### src/rtl/mem_param.sv
// mem_param: parametrised single-port synchronous memory.
// Byte strobes, RD_LAT read pipeline, range check, zero-clear sweep after reset.
module mem_param #(
   parameter int DATA_W = 32,
   parameter int DEPTH  = 16,
   parameter int ADDR_W = 8,
   parameter int RD_LAT = 1
) (
   input  logic                clk,
   input  logic                res,
   input  logic                valid,
   output logic                ready,
   input  logic                wr_rd,
   input  logic [ADDR_W-1:0]   addr,
   input  logic [DATA_W-1:0]   wdata,
   input  logic [DATA_W/8-1:0] wstrb,
   output logic [DATA_W-1:0]   rdata,
   output logic                rvalid,
   output logic                err
);

   localparam int NB = DATA_W / 8;
   localparam int IW = (DEPTH > 1) ? $clog2(DEPTH) : 1;

   typedef enum logic {INIT, RUN} state_t;

   state_t            state;
   state_t            state_nx;
   logic [IW-1:0]     cnt;
   logic [DATA_W-1:0] mem [DEPTH];

   logic              acc;
   logic              in_rng;
   logic [IW-1:0]     idx;
   logic [DATA_W-1:0] rd_word;
   logic              werr_q;

   logic [RD_LAT-1:0] v_q;
   logic [RD_LAT-1:0] e_q;
   logic [DATA_W-1:0] d_q [RD_LAT];

   // Only the low IW bits select a word; upper bits only feed the range check.
   assign idx     = addr[IW-1:0];
   assign in_rng  = 32'(addr) < DEPTH;
   assign acc     = valid & ready;
   assign rd_word = in_rng ? mem[idx] : '0;

   // State register and sweep counter
   always_ff @(posedge clk or posedge res) begin
      if (res) begin
         state <= INIT;
         cnt   <= '0;
      end else begin
         state <= state_nx;
         if (state == INIT)
            cnt <= cnt + 1'b1;
      end
   end

   // Next state: leave INIT on the edge that clears the last word
   always_comb begin
      state_nx = state;
      if (state == INIT && cnt == IW'(DEPTH - 1))
         state_nx = RUN;
   end

   // Outputs decoded from state: no back-pressure once running
   always_comb begin
      ready = 1'b0;
      if (state == RUN)
         ready = 1'b1;
   end

   // Storage: zero sweep during INIT, byte-strobed writes in RUN
   always_ff @(posedge clk) begin
      if (!res) begin
         if (state == INIT) begin
            mem[cnt] <= '0;
         end else if (acc && wr_rd && in_rng) begin
            for (int i = 0; i < NB; i++)
               if (wstrb[i])
                  mem[idx][8*i +: 8] <= wdata[8*i +: 8];
         end
      end
   end

   // Read pipeline and write-error flag; data stages only move on valid
   // so rdata keeps the last delivered word between responses.
   always_ff @(posedge clk or posedge res) begin
      if (res) begin
         werr_q <= 1'b0;
         v_q    <= '0;
         e_q    <= '0;
         for (int i = 0; i < RD_LAT; i++)
            d_q[i] <= '0;
      end else begin
         werr_q <= acc & wr_rd & ~in_rng;
         v_q[0] <= acc & ~wr_rd;
         e_q[0] <= acc & ~wr_rd & ~in_rng;
         if (acc && !wr_rd)
            d_q[0] <= rd_word;
         for (int i = 1; i < RD_LAT; i++) begin
            v_q[i] <= v_q[i-1];
            e_q[i] <= e_q[i-1];
            if (v_q[i-1])
               d_q[i] <= d_q[i-1];
         end
      end
   end

   assign rvalid = v_q[RD_LAT-1];
   assign rdata  = d_q[RD_LAT-1];
   assign err    = werr_q | e_q[RD_LAT-1];

endmodule

### config.mk
export PLATFORM = sky130hd
export DESIGN_NAME = mem_param
export DESIGN_NICKNAME = d
export VERILOG_FILES = /design/src/rtl/mem_param.sv
export SDC_FILE = /design/constraint.sdc
export NUM_CORES = 1
export LEC_CHECK = 0
export ABC_CLOCK_PERIOD_IN_PS = 4700
export CORE_UTILIZATION = 50
export DETAILED_ROUTE_END_ITERATION = 8
export PLACE_DENSITY = 0.63
export SLEW_MARGIN = 10
export SYNTH_ARGS = -nofsm -noshare
export SYNTH_HDL_FRONTEND = slang
export SYNTH_SLANG_ARGS = --single-unit
export TNS_END_PERCENT = 10
### constraint.sdc
create_clock -name clk -period 4.7 [get_ports clk]
set_clock_uncertainty 0.2 [all_clocks]
set_input_delay 0.94 -clock clk [delete_from_list [all_inputs] [get_ports clk]]
set_output_delay 0.94 -clock clk [all_outputs]
set_load 0.02 [all_outputs]
# Word-level counts from Yosys, hierarchy flattened
# Memories as Yosys holds them, arrays and structs flattened.
# Cells that the tools add are included.
# totals
memories	1
register_bits	40
ramBits	512
wordCells	53
out_inout_bits	35
# mem_list
memory	depth	width	read_ports	rd_clocked_by_memory_dff	wr	line_no	rtl
mem	16	32	1	0	1	30	logic [DATA_W-1:0] mem [DEPTH];
# op_classes
mux	28
bitwise_logic	9
addsub	1
eq_ne	1
order_cmp	1
n_reduce_logical	6
# op_table
op	n
32-bit two-way mux	2
32-bit OR reduction	1
1-bit two-way mux	24
8-bit by 5-bit < comparator with 1-bit output, second input constant	1
4-bit two-way mux	2
1-bit bitwise AND	5
4-bit by 1-bit adder with 4-bit output, second input constant	1
4-bit equality test, second input constant	1
1-bit logical AND	4
1-bit NOT	3
1-bit zero test	1
1-bit bitwise OR	1

# Depth between registers and ports, before layout
# depth
depth_word	10
ltp_mapped	7
mapped_depth_nobuf	4

# Worst setup path before layout
# Ideal clock, no wire load.
# synth_timing
kind	input to register
start	input addr[7]
end	memory mem[10][16], enable pin
required_ns	4.116
arrival_time_ns	2.665
cell_stages	5
setup_time_ns	0.384
n_path_buf	1
setup_slack_ns	1.451
path_cell_list	or4_4 -> nor3_4 -> nand2_1 -> clkbuf_2 -> o21ai_0
# synth_via
elab_chain_cells	8
word_cells_on_any_way	21
# synth_rtl
item	line_no	rtl
start, declared	14	input logic [ADDR_W-1:0] addr,
8-bit by 5-bit < comparator with 1-bit output (*)	44	assign in_rng = 32'(addr) < DEPTH;
1-bit logical AND (*)	79	end else if (acc && wr_rd && in_rng) begin
1-bit two-way mux	79	
1-bit two-way mux	77	if (state == INIT) begin
1-bit two-way mux	76	if (!res) begin
1-bit two-way mux (not written as such)	82	mem[idx][8*i +: 8] <= wdata[8*i +: 8];
32-bit OR reduction (no source line)	-	
4-bit two-way mux (no source line)	-	
end, declared	30	
# Mark *: on every way between the ends. The rest lies on a longest branch, timed or not.

# Worst setup path in the final report
# layout_timing
start	input addr[7]
end	memory mem[14][26], data pin
# layout_via
elab_chain_cells	8
word_cells_on_any_way	20
# layout_rtl
item	line_no
8-bit by 5-bit < comparator with 1-bit output (*)	44
1-bit logical AND (*)	79
1-bit two-way mux	79
1-bit two-way mux	77
1-bit two-way mux	76
1-bit two-way mux (not written as such)	82
32-bit OR reduction (no source line) (*)	-
32-bit two-way mux (no source line) (*)	-
# Marked as above.

==> metrics.txt <==
Syn Inst Count=1037; Initial Util=0.508; Final Routed Wirelength=50000 um; die span in x=209 um; total core area=~42000 um2; simple-gate portion of the synthesized area=0.0296; Post-Syn Nets=1086; area leader, netlist=edfxtp_1; met2 WL post-DR=24600 um; cts bufs inserted=54; clk slew on worst S/H paths=0.06 ns; clk_lat worst skew=0.59 ns; largest net degree at the start of global routing=61; Mapped Area=21400 um2; Yosys warnings=0; Finished Core Util=0.594; cell row count=75; DP Wirelength=28200 um; Synth Register Bits=between 500 and 600; critical path arrival=between 3 and 4 ns; Final setup viols=0; multi-input logic area=roughly 4700 um2; Nets=~1200; async set-or-reset flop fraction in the synthesized netlist=0.0725; mux cell area share after synthesis=0.135; worst slack, placed=0.832 ns; I/O Pins=between 80 and 90; Slew @ Worst Pin=slightly above 0.9 ns; period utilization=0.695; Leak=9.49 nW; Synth Area in Adders=0.000586; kind of critical path=in2reg; ys flop type=edfxtp_1; ANT cells=0; post-synth cell types=31; Fin Setup TNS=0 ns; total grt overflow=0; crit path launch type=primary input; CTS-repair resized insts=0; Hold Fails Final Rpt=0; XOR/XNOR share of the synthesized area=0.00123; register area share after synthesis=0.767; slew margin rel.=0.393; Via density=between 6 and 7; status=complete, no violations; R2R depth=5; RSZ-0062 raised after global routing=false; post-route ant nets=0; # fillers=~3100; fmax=306 MHz; crit path capture type=flip-flop; Max Fanout on Critical Path=32; Register Area=16400 um2; Synth top area share=0.720; share of layout cells above drive strength 1=0.243; vias after detailed routing=about 11000; setup ws final=1.44 ns; EDFF count, synth=roughly 500; clk sinks=552; die extent in y=209 um; RD Place Congestion=about 0.94; root buffer cell=clkbuf_16; post-synthesis compound-gate area fraction=0.0516; fin crit period=3.26 ns; Total GRT Usage=0.236; syn_area_per_cell=around 21 um2; initial antenna violation count=0; highest routed layer=met4; number of global-route vias before repair=10924; H-tree levels=2; die area=43600 um2; Hold Buf Count CTS=0; class of the worst hold path=reg2reg; global-route wire length before repair=about 72000 um; DR iter-0 viols=887; largest family of logic cells by synthesized area=multiplexers; Power per Cell Area=390 nW/um2; most frequent cell after synthesis=edfxtp_1; Port-buffer cells=82; CTS max path bufs=3; WL met1=about 21000 um; Area Growth Syn to Fin=16.8%; post-route DRC violation count=0; CTS tree=yes; Setup Buffers After CTS=0; first-pass iteration count of the detailed router=5; total length of routed met3 wires=3170 um; most instantiated cells after synthesis=edfxtp_1, mux4_2, a22oi_1, o21ai_0, nand2_1; max-slew violation count=0; Hold Path Depth=1; IR drop worst, VDD=approximately 0.3 mV; required time of the critical path=approximately 4.8 ns; WL/cell=28.1 um; synth top area cells=edfxtp_1, mux4_2, dfrtp_1; max cap viols=0
per-stage QoR:
stage / hold WS (ns) / instances / cell area, um2 / total power (W)
global route: 0.321 / 1781 / 25000 / 0.00997
finish: 0.301 / 1781 / 25000 / 0.00972
floorplan: 0.326 / 1037 / 21400 / 0.00556
detailed placement: 0.295 / 1680 / 23200 / 0.00568
CTS: 0.308 / 1781 / 25000 / 0.00980
global placement: 0.288 / 1680 / 23200 / 0.00568
cells by family (layout without fill, tap and decap cells):
family | Yosys count | in the layout
compound gates | 162 | 162
xor+xnor | 3 | 3
flops | 552 | 552
fa+ha+maj | 1 | 1
mux | 129 | 129
buf+inv | 63 | 268
simple gates | 127 | 127
per-layer routing:
metal | vias to the layer above | GRT usage
li1 | 4640 | -
met1 | 5689 | 0.334
met2 | 432 | 0.379
met3 | 99 | 0.0338
met4 | 0 | 0.0822
met5 | - | 0
layout by cell type (no fill, tap or decap), drive strengths merged, types with 32 or more instances in the layout:
cell	Yosys	final
a22oi	64	64
a22o	32	32
nand2	60	60
edfxtp	512	512
dfrtp	40	40
buf	23	84
mux4	128	128
clkbuf	38	71
clkdlybuf4s50	0	80
and2	33	33
o21ai	64	64
registers in the layout, indices dropped and copies added, names as in the netlist:
| register | count |
|---|---|
| mem | 512 |
| rdata | 32 |
| cnt | 4 |
| e_q | 1 |
| rvalid | 1 |
| state | 1 |
| werr_q | 1 |
critical path: stages:
cell	delay, ns
clkdlybuf4s50_1	0.42
or4_4	0.58
nor3_4	0.25
o41a_2	0.18
buf_4	0.46
and2_1	0.53
final timing paths:
| kind | slack, ns | endpoint | startpoint |
|---|---|---|---|
| min in group asynchronous | 0.91 | rdata[9] | res |
| min reg2reg | 0.30 | rdata[29] | rdata[29] |
| max | 1.44 | mem[14][26] | addr[7] |
| max reg2reg | 2.05 | mem[14][26] | state |
| max in group asynchronous | 2.69 | e_q | res |
| min | 0.30 | rdata[29] | rdata[29] |
power breakdown:
part	switching, W	internal, W	total (W)
logic	0.000159	0.000117	0.000276
registers	0.00000105	0.00530	0.00530
clock network	0.00175	0.00239	0.00415
cell type report:
class                      count  share of cell area
multi-input combinational    422               0.188
clock buffer                  70              0.0599
clock inverter                31             0.00857
tap                          539              0.0270
sequential                   552               0.656
timing repair buffer         165              0.0596
inverter                       2            0.000301
Power figures use the tool's default switching activity.
